## config.mk

```make
export PLATFORM = sky130hd
export DESIGN_NAME = mem_arbiter
export DESIGN_NICKNAME = d
export VERILOG_FILES = /design/src/rtl/mem_arb_pkg.sv /design/src/rtl/mem_arbiter_rr_picker.sv /design/src/rtl/mem_arbiter.sv
export SDC_FILE = /design/constraint.sdc
export NUM_CORES = 1
export LEC_CHECK = 0
export CORE_ASPECT_RATIO = 1.25
export CORE_MARGIN = 8
export CORE_UTILIZATION = 38
export CTS_CLUSTER_DIAMETER = 200
export DETAILED_ROUTE_END_ITERATION = 10
export MAX_ROUTING_LAYER = met4
export PLACE_DENSITY = 0.76
export SYNTH_ARGS = -nofsm -noshare
export SYNTH_HDL_FRONTEND = slang
export SYNTH_HIERARCHICAL = 1
export SYNTH_SLANG_ARGS = --single-unit
export TNS_END_PERCENT = 20
```

## constraint.sdc

```tcl
create_clock -name clk -period 2.06 [get_ports clk]
set_input_delay 0.412 -clock clk [delete_from_list [all_inputs] [get_ports clk]]
set_output_delay 0.412 -clock clk [all_outputs]
set_load 0.03 [all_outputs]
```

## src/rtl/mem_arb_pkg.sv

```systemverilog
// Shared constants for the memory arbiter and the memory block it fronts.
package mem_arb_pkg;

   typedef logic [1:0] arb_state_t;

   localparam arb_state_t ST_IDLE  = 2'd0;
   localparam arb_state_t ST_ISSUE = 2'd1;
   localparam arb_state_t ST_WAIT  = 2'd2;

   localparam int DEF_WIDTH = 8;
   localparam int DEF_DEPTH = 32;

   // Index width for a vector of n requesters; never narrower than one bit.
   function automatic int idx_width(input int n);
      return (n > 1) ? $clog2(n) : 1;
   endfunction

endpackage

```

## src/rtl/mem_arbiter_rr_picker.sv

```systemverilog
// Round-robin selection: first set request bit at or above rr_ptr, wrapping.
module rr_picker
   import mem_arb_pkg::*;
#(
   parameter int NREQ = 4,
   parameter int IDXW = idx_width(NREQ)
) (
   input  logic [NREQ-1:0] req,
   input  logic [IDXW-1:0] rr_ptr,
   output logic [IDXW-1:0] winner,
   output logic            found
);

   logic [IDXW:0]   sum;
   logic [IDXW-1:0] idx;

   // Scan NREQ positions starting at rr_ptr; the first hit wins.
   always_comb begin
      winner = '0;
      found  = 1'b0;
      sum    = '0;
      idx    = '0;
      for (int i = 0; i < NREQ; i++) begin
         // rr_ptr < NREQ, so one subtraction is enough to wrap
         sum = {1'b0, rr_ptr} + (IDXW+1)'(i);
         if (sum >= (IDXW+1)'(NREQ)) begin
            sum = sum - (IDXW+1)'(NREQ);
         end
         idx = sum[IDXW-1:0];
         if (!found && req[idx]) begin
            found  = 1'b1;
            winner = idx;
         end
      end
   end

endmodule

```

## src/rtl/mem_arbiter.sv

```systemverilog
// Round-robin arbiter sharing one single-port memory between NREQ requesters.
//
// state | meaning
// ------+---------------------------------------------------------------
// IDLE  | no transaction; pick a winner and latch its command
// ISSUE | mem_valid high for this single cycle
// WAIT  | waiting for mem_ready; timer counts toward TIMEOUT
module mem_arbiter
   import mem_arb_pkg::*;
#(
   parameter int NREQ       = 4,
   parameter int WIDTH      = DEF_WIDTH,
   parameter int DEPTH      = DEF_DEPTH,
   parameter int ADDR_WIDTH = $clog2(DEPTH),
   parameter int TIMEOUT    = 15
) (
   input  logic                     clk,
   input  logic                     rst,
   input  logic [NREQ-1:0]          req,
   input  logic [NREQ-1:0]          req_wr_rd,
   input  logic [NREQ*ADDR_WIDTH-1:0] req_addr,
   input  logic [NREQ*WIDTH-1:0]    req_wdata,
   output logic [NREQ-1:0]          ack,
   output logic                     err,
   output logic [WIDTH-1:0]         rdata_out,
   output logic                     busy,
   output logic                     mem_valid,
   output logic                     mem_wr_rd,
   output logic [ADDR_WIDTH-1:0]    mem_addr,
   output logic [WIDTH-1:0]         mem_wdata,
   input  logic [WIDTH-1:0]         mem_rdata,
   input  logic                     mem_ready
);

   localparam int         IDXW = idx_width(NREQ);
   // timer is compared before it increments, so the terminal count is one short
   localparam logic [7:0] TIMER_TC = 8'(TIMEOUT - 1);

   arb_state_t      state;
   logic [IDXW-1:0] rr_ptr;
   logic [IDXW-1:0] winner_q;
   logic [7:0]      timer;
   logic [IDXW-1:0] pick_idx;
   logic            pick_found;
   logic [IDXW-1:0] ptr_after;

   rr_picker #(
      .NREQ (NREQ),
      .IDXW (IDXW)
   ) u_picker (
      .req    (req),
      .rr_ptr (rr_ptr),
      .winner (pick_idx),
      .found  (pick_found)
   );

   // Priority moves to the requester just after the one being served.
   always_comb begin
      ptr_after = (winner_q == IDXW'(NREQ - 1)) ? '0 : winner_q + IDXW'(1);
   end

   // Sequencer: grant, issue one memory cycle, wait for ready or timeout.
   always_ff @(posedge clk or negedge rst) begin
      if (!rst) begin
         state     <= ST_IDLE;
         rr_ptr    <= '0;
         winner_q  <= '0;
         timer     <= '0;
         ack       <= '0;
         err       <= 1'b0;
         rdata_out <= '0;
         busy      <= 1'b0;
         mem_valid <= 1'b0;
         mem_wr_rd <= 1'b0;
         mem_addr  <= '0;
         mem_wdata <= '0;
      end else begin
         ack <= '0;
         err <= 1'b0;
         case (state)
            ST_IDLE: begin
               mem_valid <= 1'b0;
               if (pick_found) begin
                  winner_q  <= pick_idx;
                  mem_wr_rd <= req_wr_rd[pick_idx];
                  mem_addr  <= req_addr[pick_idx*ADDR_WIDTH +: ADDR_WIDTH];
                  mem_wdata <= req_wdata[pick_idx*WIDTH +: WIDTH];
                  mem_valid <= 1'b1;
                  busy      <= 1'b1;
                  state     <= ST_ISSUE;
               end
            end
            ST_ISSUE: begin
               mem_valid <= 1'b0;
               timer     <= '0;
               state     <= ST_WAIT;
            end
            ST_WAIT: begin
               if (mem_ready) begin
                  ack <= NREQ'(1) << winner_q;
                  if (!mem_wr_rd) begin
                     rdata_out <= mem_rdata;
                  end
                  rr_ptr <= ptr_after;
                  busy   <= 1'b0;
                  state  <= ST_IDLE;
               end else begin
                  timer <= timer + 8'd1;
                  if (timer == TIMER_TC) begin
                     ack       <= NREQ'(1) << winner_q;
                     err       <= 1'b1;
                     rdata_out <= '0;
                     rr_ptr    <= ptr_after;
                     busy      <= 1'b0;
                     state     <= ST_IDLE;
                  end
               end
            end
            default: begin
               mem_valid <= 1'b0;
               busy      <= 1'b0;
               state     <= ST_IDLE;
            end
         endcase
      end
   end

endmodule

```

==> metrics.md <==
| Metric | Value |
|---|---|
| Net count after synthesis | roughly 250 |
| GP Congestion | approximately 0.80 |
| Die Ht | approximately 100 um |
| Worst EP required | ~2200 ps |
| Setup violations, final | 1 |
| Seq/Total Area, Yosys | between 40 and 50% |
| Global-route wire length before repair | roughly 10 mm |
| Layout cells sized above 1 | 21.1% |
| GRT overflow | 0 |
| Fin. Hold Viols | 0 |
| H-tree depth | 2 |
| Maximum vdd drop | 0.711 mV |
| WL per Instance | 16.7 um |
| Clk pin slew, worst setup/hold paths | about 80 ps |
| Critical path class | primary input to register |
| Failing checks | setup timing |
| Vias post-DR | around 1.9k |
| # hold bufs at CTS | 0 |
| WL final | a little over 6 mm |
| Diodes inserted | 0 |
| Clock buffer depth | 2 |
| Setup TNS | -8.39 ps |
| Relative slew slack | a little under two thirds |
| Syn_area_per_cell | about 13 um2 |
| Final worst path period share | 100% |
| Synth-to-layout area growth | 55.1% |
| Crit path time final | around 2100 ps |
| Clk sinks | 43 |
| Critical Path End Type | register |
| Number of distinct library cells after synthesis | 37 |
| CP arrival | between 2000 and 2500 ps |
| Via density | between 5 and 6 |
| Setup crit start kind | primary input |
| Overall routing resource usage | 14.9% |
| Die X | 85.8 um |
| Vias in the first global route | around 2.1k |
| Inserted Clock Buffers | 5 |
| Worst-Skew Late Latency | roughly 290 ps |
| Final Cell Area | around 0.0036 mm2 |
| Antenna violations before repair | 0 |
| Largest net degree at the start of global routing | 44 |
| Filler Cells Inserted | slightly below 500 |
| Drt drc | 0 |
| Power Density | ~1300 mW/mm2 |
| Clk_skew | 4.78 ps |
| Drt first pass iters | 4 |
| Final Power | 4.54 mW |
| Worst setup margin | -8.39 ps |
| RSZ-0062 raised after global routing | yes |
| Synth Area in Compound Gates | between 10 and 15% |
| Syn Inst Count | ~170 |
| Inst Count DP | approximately 360 |
| Final Max Slew Viols | 0 |
| Routed Antenna Nets | 0 |
| Initial core utilization | between 30 and 40% |
| Half-perimeter wire length after placement | about 4.5 mm |
| Yosys reg bits | 43 |
| NumNets Final | 361 |
| P_leak | approximately 1.5 nW |
| Main combinational cell family by area after synthesis | multiplexers |
| CP max FO | 7 |
| IO buf count | roughly 100 |
| Xor/xnor cell area share of the yosys netlist | less than 1% |
| Final std cells w/o fill | 367 |
| DIE AREA | 0.00885 mm2 |
| Fmax | just under 0.5 GHz |
| Row cnt | 31 |
| Synth warn | 6 |
| Portion of netlist area occupied by mux cells | between 20 and 25% |
| Simple-gate share of the synthesized area | 8.88% |
| MaxCap Viol Count | 0 |
| DP Area | around 0.0035 mm2 |
| Iter 0 DRT Violations | 52 |
| Core area | between 0.005 and 0.006 mm2 |
| Hold WS | around 190 ps |
| Tightest Pin Transition | 547 ps |
| Synthesized area | around 0.0023 mm2 |
| Status | finished, violations left |
| Min-Delay Path Class | primary input to async pin |
| CTS tree | yes |
| Adder-Cell Fraction of Synth Area | about 3.2% |
| Clock Tree Root | clkbuf_8 |
| Num ports | 100 |
## logic make-up (layout without fill, tap and decap cells)
family                     Yosys count  after routing
muxes                               31             31
AOI/OAI and AO/OA                   40             40
xor gates and xnor gates             1              1
adders and majority gates            6              6
buffers and inverters               17            130
and+or+nand+nor                     34             34
DFF                                 43             43
## state kept, by name, indices dropped and copies added, names as in the netlist
name / cells
ack: 4
busy: 1
err: 1
mem_addr: 5
mem_valid: 1
mem_wdata: 8
mem_wr_rd: 1
rdata_out: 8
rr_ptr: 2
state: 2
timer: 8
winner_q: 2
## power breakdown
group / switching [mW] / internal [mW]
clock network: 0.281 / 0.232
registers: 0.243 / 1.15
logic: 1.20 / 1.43
total: 1.73 / 2.81
## metrics by stage
step	setup slack, ps	utilization, %
final	-8.39	61.2
after global routing	-54.1	61.2
after floorplan	13.0	-
after CTS	-82.8	61.1
after global placement	-526	59.0
after detailed placement	-566	59.0
## layout by cell type, fill, tap and decap left out, types with 2 or more instances in the layout
cell type and count:
clkbuf_8 5, mux2_4 12, a21oi_1 4, nor3b_2 2, clkdlybuf4s50_1 94, nand2b_1 5, and2_1 4, a21o_1 8
inv_1 9, buf_12 2, buf_4 10, mux2_2 4, dfrtp_1 43, o21ai_0 6, mux4_2 14, ha_1 6
a22o_1 8, o31ai_1 3, nand2_1 6, dlygate4sd2_1 2, nand3_1 8, clkinv_2 3, a21oi_4 2, o211ai_1 3
nor2_1 6
## Yosys cell counts
| cell | number | share of area (%) |
|---|---|---|
| o311ai_1 | 1 | 0.38 |
| ha_1 | 6 | 3.2 |
| nor3_2 | 1 | 0.43 |
| nand4_1 | 1 | 0.27 |
| mux4_2 | 9 | 8.8 |
| buf_2 | 4 | 0.87 |
| dfrtp_1 | 43 | 47 |
| a21oi_1 | 5 | 1.1 |
| o21ai_0 | 6 | 1.3 |
| nor3b_1 | 1 | 0.32 |
| inv_1 | 9 | 1.5 |
| a21oi_4 | 1 | 0.70 |
| o31ai_1 | 3 | 0.97 |
| mux2i_1 | 1 | 0.43 |
| o211ai_1 | 3 | 0.97 |
| mux4_1 | 5 | 5.7 |
| o21ai_1 | 1 | 0.22 |
| a221o_1 | 1 | 0.43 |
| o41ai_1 | 1 | 0.38 |
| buf_6 | 1 | 0.49 |
| buf_1 | 1 | 0.16 |
| nand2b_1 | 5 | 1.4 |
| and2_1 | 4 | 1.1 |
| mux2_2 | 7 | 3.4 |
| mux2_4 | 9 | 5.8 |
| nand3_1 | 8 | 1.7 |
| nand4bb_4 | 1 | 1.2 |
| nand2_1 | 6 | 0.97 |
| a22o_1 | 8 | 3.0 |
| nor3b_2 | 1 | 0.54 |
| o21a_1 | 1 | 0.32 |
| inv_2 | 1 | 0.16 |
| buf_12 | 1 | 0.87 |
| xor2_1 | 1 | 0.38 |
| o221ai_1 | 1 | 0.38 |
| a21o_1 | 8 | 2.6 |
| nor2_1 | 6 | 0.97 |
## metal layers
metal / global-route usage, % / wire [um]
met5: - / 0
met4: 4.73 / 76
met3: 3.08 / 258
met2: 25.8 / 3200
met1: 17.1 / 2580
## path summary, 6_finish.rpt
kind	endpoint	cells past startpoint	start	slack [ps]
worst max-delay path	mem_wr_rd$_DFFE_PN0P_	6	req[0]	-8
worst min-delay path	ack[0]$_DFF_PN0_	2	rst	190
worst max register to register	mem_wr_rd$_DFFE_PN0P_	6	rr_ptr[0]$_DFFE_PN0P_	0
worst min register to register	rdata_out[0]$_DFFE_PN0P_	1	rdata_out[0]$_DFFE_PN0P_	500
max in group asynchronous	state[0]$_DFFE_PN0P_	2	rst	1490
min in group clk	rdata_out[0]$_DFFE_PN0P_	1	rdata_out[0]$_DFFE_PN0P_	500
## worst max-delay path: stages
cell and delay, ps:
dlygate4sd2_1 270, a221o_1 370, a21oi_4 220, clkbuf_16 200, mux4_2 500, mux2_4 260
## layout make-up
type	count	area, um2	area share, %
repair buffers	112	1130	31.4
flip-flops and latches	43	1080	30.0
clock buffers	5	68.8	1.92
clock inverters	3	15.0	0.419
inverters	10	37.5	1.05
well taps	82	103	2.86
multi-input cells	112	1160	32.3
## timing repair
item,4_1_cts,5_1_grt
endpoints found under the setup margin,14,14
hold endpoints to repair,0,0
gates cloned,1,0
pin swaps,2,2
resized for setup,13,4
setup buffers,2,0
Note: power is estimated with default switching activity, not from simulation.
